`src/rtl/sudoku_pkg.sv`:
```
// sudoku_pkg: shared types for the Sudoku group pruner slice.
// Holds the FSM state enum, group-type codes, digit mask and div/mod-3 LUTs.
package sudoku_pkg;

    typedef logic [9:1] digit_mask_t;

    typedef enum logic [1:0] {
        ST_IDLE  = 2'd0,
        ST_SCAN  = 2'd1,
        ST_PRUNE = 2'd2,
        ST_DONE  = 2'd3
    } state_t;

    localparam logic [1:0] GROUP_ROW = 2'd0;
    localparam logic [1:0] GROUP_COL = 2'd1;
    localparam logic [1:0] GROUP_BOX = 2'd2;

    localparam digit_mask_t ALL_CANDIDATES = 9'h1FF;

    function automatic logic [3:0] div3(input logic [3:0] v);
        case (v)
            4'd0, 4'd1, 4'd2:    div3 = 4'd0;
            4'd3, 4'd4, 4'd5:    div3 = 4'd1;
            4'd6, 4'd7, 4'd8:    div3 = 4'd2;
            4'd9, 4'd10, 4'd11:  div3 = 4'd3;
            4'd12, 4'd13, 4'd14: div3 = 4'd4;
            default:             div3 = 4'd5;
        endcase
    endfunction

    function automatic logic [3:0] mod3(input logic [3:0] v);
        case (v)
            4'd0, 4'd3, 4'd6, 4'd9, 4'd12, 4'd15: mod3 = 4'd0;
            4'd1, 4'd4, 4'd7, 4'd10, 4'd13:       mod3 = 4'd1;
            default:                              mod3 = 4'd2;
        endcase
    endfunction

    // 3*v as a shift-add, kept at 4 bits (inputs never exceed 2 here).
    function automatic logic [3:0] times3(input logic [3:0] v);
        times3 = {v[2:0], 1'b0} + v;
    endfunction

endpackage

```
`src/rtl/sudoku_group_coord.sv`:
```
// sudoku_group_coord: maps (group_type, group_index, k) to a grid cell.
// Ports: group_type/group_index/k in; row/col out (0..8). Purely combinational.
module sudoku_group_coord
    import sudoku_pkg::*;
(
    input  logic [1:0] group_type,
    input  logic [3:0] group_index,
    input  logic [3:0] k,
    output logic [3:0] row,
    output logic [3:0] col
);

    logic [3:0] box_row;
    logic [3:0] box_col;

    assign box_row = times3(div3(group_index)) + div3(k);
    assign box_col = times3(mod3(group_index)) + mod3(k);

    always_comb begin
        row = group_index;
        col = k;
        case (group_type)
            GROUP_COL: begin
                row = k;
                col = group_index;
            end
            GROUP_BOX: begin
                row = box_row;
                col = box_col;
            end
            // Reserved code 3 behaves as a row.
            GROUP_ROW, 2'd3: begin
                row = group_index;
                col = k;
            end
        endcase
    end

endmodule

```
`src/rtl/sudoku_group_pruner.sv`:
```
// sudoku_group_pruner: scans one row/column/box, then ANDs ~seen into each valid mask.
// Ports: clk, reset_n, start, group_type, group_index in; busy, done, conflict,
// changed, cell_row/cell_col/cell_address/cell_we/cell_wdata out; cell_rdata in.
module sudoku_group_pruner
    import sudoku_pkg::*;
(
    input  logic       clk,
    input  logic       reset_n,
    input  logic       start,
    input  logic [1:0] group_type,
    input  logic [3:0] group_index,
    output logic       busy,
    output logic       done,
    output logic       conflict,
    output logic       changed,
    output logic [3:0] cell_row,
    output logic [3:0] cell_col,
    output logic       cell_address,
    output logic       cell_we,
    output logic [8:0] cell_wdata,
    input  logic [8:0] cell_rdata
);

    state_t      state_q;
    state_t      state_nx;
    logic [1:0]  gtype_q;
    logic [1:0]  gtype_nx;
    logic [3:0]  gidx_q;
    logic [3:0]  gidx_nx;
    logic [3:0]  k_q;
    logic [3:0]  k_nx;
    digit_mask_t seen_q;
    digit_mask_t seen_nx;
    logic        conflict_nx;
    logic        changed_nx;
    logic [3:0]  row_nx;
    logic [3:0]  col_nx;
    logic        hit;

    assign hit = |(cell_rdata & seen_q);

    always_comb begin
        state_nx    = state_q;
        gtype_nx    = gtype_q;
        gidx_nx     = gidx_q;
        k_nx        = k_q;
        seen_nx     = seen_q;
        conflict_nx = conflict;
        changed_nx  = changed;
        case (state_q)
            ST_IDLE: begin
                if (start) begin
                    state_nx    = ST_SCAN;
                    gtype_nx    = group_type;
                    gidx_nx     = (group_index > 4'd8) ? 4'd8 : group_index;
                    k_nx        = 4'd0;
                    seen_nx     = '0;
                    conflict_nx = 1'b0;
                    changed_nx  = 1'b0;
                end
            end
            ST_SCAN: begin
                seen_nx = seen_q | cell_rdata;
                if (hit) conflict_nx = 1'b1;
                if (k_q == 4'd8) begin
                    k_nx     = 4'd0;
                    state_nx = conflict_nx ? ST_DONE : ST_PRUNE;
                end else begin
                    k_nx = k_q + 4'd1;
                end
            end
            ST_PRUNE: begin
                // rdata is the pre-write mask, so any overlap means a bit drops.
                if (hit) changed_nx = 1'b1;
                if (k_q == 4'd8) state_nx = ST_DONE;
                else k_nx = k_q + 4'd1;
            end
            default: state_nx = ST_IDLE;
        endcase
    end

    // Address is computed from next-state values so it is registered
    // and valid in the very cycle the scan/prune step uses it.
    sudoku_group_coord u_coord (
        .group_type  (gtype_nx),
        .group_index (gidx_nx),
        .k           (k_nx),
        .row         (row_nx),
        .col         (col_nx)
    );

    always_ff @(posedge clk or negedge reset_n) begin
        if (!reset_n) begin
            state_q      <= ST_IDLE;
            gtype_q      <= GROUP_ROW;
            gidx_q       <= 4'd0;
            k_q          <= 4'd0;
            seen_q       <= '0;
            conflict     <= 1'b0;
            changed      <= 1'b0;
            busy         <= 1'b0;
            done         <= 1'b0;
            cell_we      <= 1'b0;
            cell_address <= 1'b0;
            cell_row     <= 4'd0;
            cell_col     <= 4'd0;
        end else begin
            state_q      <= state_nx;
            gtype_q      <= gtype_nx;
            gidx_q       <= gidx_nx;
            k_q          <= k_nx;
            seen_q       <= seen_nx;
            conflict     <= conflict_nx;
            changed      <= changed_nx;
            busy         <= (state_nx != ST_IDLE);
            done         <= (state_nx == ST_DONE);
            cell_we      <= (state_nx == ST_PRUNE);
            cell_address <= (state_nx == ST_PRUNE);
            cell_row     <= row_nx;
            cell_col     <= col_nx;
        end
    end

    // Gated by cell_we so the bus idles at zero outside PRUNE.
    assign cell_wdata = cell_we ? ~seen_q : '0;

endmodule

```
`config.mk`:
```
export PLATFORM = sky130hd
export DESIGN_NAME = sudoku_group_pruner
export DESIGN_NICKNAME = d
export VERILOG_FILES = /design/src/rtl/sudoku_pkg.sv /design/src/rtl/sudoku_group_coord.sv /design/src/rtl/sudoku_group_pruner.sv
export SDC_FILE = /design/constraint.sdc
export NUM_CORES = 1
export LEC_CHECK = 0
export CAP_MARGIN = 20
export CELL_PAD_IN_SITES_DETAIL_PLACEMENT = 1
export CELL_PAD_IN_SITES_GLOBAL_PLACEMENT = 1
export CORE_ASPECT_RATIO = 0.9
export CORE_UTILIZATION = 30
export CTS_CLUSTER_SIZE = 12
export DETAILED_ROUTE_END_ITERATION = 12
export PLACE_DENSITY = 0.72
export SYNTH_ARGS = -nofsm -noshare
export SYNTH_HDL_FRONTEND = slang
export SYNTH_HIERARCHICAL = 1
export SYNTH_SLANG_ARGS = --single-unit
```
`constraint.sdc`:
```
create_clock -name clk -period 3.8 [get_ports clk]
set_input_delay 0.76 -clock clk [delete_from_list [all_inputs] [get_ports clk]]
set_output_delay 0.76 -clock clk [all_outputs]
set_load 0.01 [all_outputs]
```
==> results by group <==
Run status
  – Status: finished clean

Placement
  – HPWL after DPL: 4310 um
  – PortBufs: 40
  – Setup WS pre-CTS: -532 ps
  – Placer Congestion: 0.773

CTS
  – CTS buffer count: 5
  – CTS tree: done
  – Cts hold-fix bufs: 0
  – Clock Tree Root: clkbuf_8
  – H-Tree Depth: 2
  – Clock buffer depth: 2
  – Clock insertion delay at the later pin of the skew report: 290 ps
  – Clock-pin transition on the worst setup and hold timing paths: 70 ps
  – Clk sinks: 34

GRT
  – Via count of the first global-routing pass: 2,090
  – Global-route wire length before repair: 10,100 um
  – Total gr overflow: 0
  – Total global-route track usage: 16.5%
  – Initial antenna violation count: 0
  – Largest net degree at the start of global routing: 35

STA
  – Final setup viols: 0
  – Slew margin rel.: 58.0%
  – Final Hold Fails: 0
  – Final WS setup: 126 ps
  – Clock Skews: 2.27 ps
  – Slew @ Worst Pin: 630 ps
  – Post-layout min period: 3670 ps
  – Max Slew Vio Count: 0
  – Period utilisation layout: 96.7%
  – Maximum clock frequency: 272 MHz

Logic synthesis
  – Syn_area_per_cell: 9.38 um2
  – Yosys top cell area share: 37.7%
  – Cell Area, Synth: 2260 um2
  – EDFF count, synth: 0
  – Cells after Synth: 241
  – Warnings, synthesis: 6
  – Prevailing post-synth register cell: dfrtp_1
  – Netlist cell types: 42
  – Post-synthesis sequential area ratio: 37.7%
  – Syn Nets: 281
  – Post-synthesis async set-or-reset flop share: 100%
  – Synthesized flop and latch total: 34
  – Cell taking the most area after synthesis: dfrtp_1
  – Top cells by area, synth: dfrtp_1 (38%), ha_1 (9.4%), a21oi_1 (7.1%)

Power
  – Power Density: 924 nW/um2
  – Pleak: 1.40 nW
  – Max VDD drop: 0.000480 V

Floorplan
  – FP Rows: 29
  – Area of the core: 7180 um2
  – Die Y: 84.3 um
  – Die W: 93.5 um
  – Initial Util: 31.5%
  – Die area: 7880 um2
  – Number of I/O pins: 41

Worst setup path
  – CP startpoint kind: input port
  – CP Cell Sequence: clkdlybuf4s15_2 -> nand2b_1 -> nand2b_2 -> buf_4 -> mux2_4 -> mux2_2 -> nand2_1 -> o21ai_2 -> fa_1 -> ha_2 -> inv_1 -> fa_1 -> inv_2 -> a22oi_2 -> o21ai_1
  – Slowest stage delay, CP: 570 ps
  – Crit path max-delay cell type: fa_1
  – Worst path required time: 3950 ps
  – Most frequent CP cell: fa_1
  – Worst setup EP type: flop
  – Reg2reg path depth: 18
  – R2R setup slack: 150 ps
  – R2r endpoint: cell_col[2]$_DFF_PN0_
  – RR Startpoint: k_q[0]$_DFF_PN0_
  – Setup crit end: cell_col[2]$_DFF_PN0_
  – Critical path startpoint: start
  – Crit Path Category: input port to flop
  – Crit path DAT: 3820 ps
  – Crit Path Max Fanout: 8

Route
  – First-pass iteration count of the detailed router: 4
  – DR WL/cell: 14.6 um
  – Via Count: 2,005
  – Detailed-route DRC error count: 0
  – Final WL: 5930 um
  – Antenna Nets Post-Route: 0
  – Drt initial violations: 52
  – Via density: 4.93

Cells and area
  – Commonest non-fill, non-tap cell in the layout: clkdlybuf4s50_1
  – Layout cells sized above 1: 27.1%
  – # nets final: 353
  – Fill cell count: 838
  – Area of the multi-input gates: 1370 um2
  – Layout Area Growth over Synthesis: 42.0%
  – Util after Layout: 44.7%
  – Most frequent cells in the layout: clkdlybuf4s50_1 (39), buf_4 (38), dfrtp_1 (33), a21oi_1 (31), nor2_1 (19)
  – Reg area: 852 um2
  – Antenna Cells: 0

Job
  – Max Cap Viol: 0

Worst hold path
  – Worst Hold Class: flop to flop
critical path, delay by kind of cell:
family,cells,cell delay [ps]
adders and majority gates,3,1230
muxes,2,650
buffers and inverters,4,470
and+or+nand+nor,3,430
AOI/OAI and AO/OA,3,280
sequential cells by signal, indices dropped and copies added, names as in the netlist:
signal    flops
changed       1
k_q           4
gtype_q       2
gidx_q        4
conflict      1
state_q       2
cell_col      4
seen_q        9
cell_we       1
cell_row      4
busy          1
done          1
worst min path at each step:
stage / startpoint / to / cells past startpoint
finish: gtype_q[0]$_DFF_PN0_ / gtype_q[0]$_DFF_PN0_ / 1
global route: gtype_q[0]$_DFF_PN0_ / gtype_q[0]$_DFF_PN0_ / 1
CTS: gidx_q[1]$_DFF_PN0_ / gidx_q[1]$_DFF_PN0_ / 2
detailed placement: gtype_q[0]$_DFF_PN0_ / gtype_q[0]$_DFF_PN0_ / 1
global placement: gtype_q[1]$_DFF_PN0_ / gtype_q[1]$_DFF_PN0_ / 1
floorplan: reset_n / busy$_DFF_PN0_ / 0
cell families after synthesis:
kind of cell,synth area share [%]
AOI/OAI and AO/OA,20.2
xor gates and xnor gates,0.775
adders and majority gates,14.3
buffers and inverters,7.20
DFF,37.7
muxes,5.48
and+or+nand+nor,14.5
power breakdown:
group	total, mW	switching, mW	leakage [nW]	internal [mW]
sequential	0.595	0.0878	0.401	0.508
combinational	2.09	1.07	0.947	1.01
clock	0.283	0.138	0.0472	0.146
total	2.96	1.30	1.40	1.66
through the flow:
| stage | cells | total power [mW] | area, um2 | hold slack [ps] | setup TNS [ps] |
|---|---|---|---|---|---|
| finish | 407 | 2.96 | 3210 | 517 | 0 |
| global route | 407 | 3.25 | 3210 | 537 | -9.27 |
| CTS | 404 | 2.88 | 3130 | 519 | 0 |
| detailed placement | 395 | 2.48 | 2960 | 502 | -2080 |
| global placement | 395 | 2.40 | 2960 | 493 | -1580 |
| floorplan | 241 | 1.79 | 2260 | 464 | 0 |
area by class of cell:
class                           count  share of cell area [%]
Tap cell                           93                    3.63
Clock inverter                      2                   0.390
Clock buffer                        6                    2.57
Multi-Input combinational cell    173                    42.5
Timing Repair Buffer               80                    22.1
Inverter                           19                    2.22
Sequential cell                    34                    26.5
Yosys cell counts (all sizes together), types with 2 or more instances:
master	number
dfrtp	34
a21oi	32
nor2	20
inv	19
nand2	18
ha	17
o21ai	16
buf	11
nor2b	11
nand2b	9
mux2	7
a221oi	6
a22oi	6
fa	5
clkbuf	4
mux2i	3
a22o	2
a32oi	2
nand3	2
o221ai	2
metal layers:
metal | up-vias | GRT usage (%) | wire length (um)
met4 | 0 | 5.31 | 81
met1 | 975 | 21.6 | 2850
li1 | 979 | - | -
met2 | 41 | 27.3 | 2760
met5 | - | 0 | 0
met3 | 10 | 3.17 | 237
timing repair:
item,4_1_cts,5_1_grt
setup endpoints to repair,4,2
setup buffers,1,3
resized for setup,21,12
pin swaps,7,6
Power figures use the tool's default switching activity.
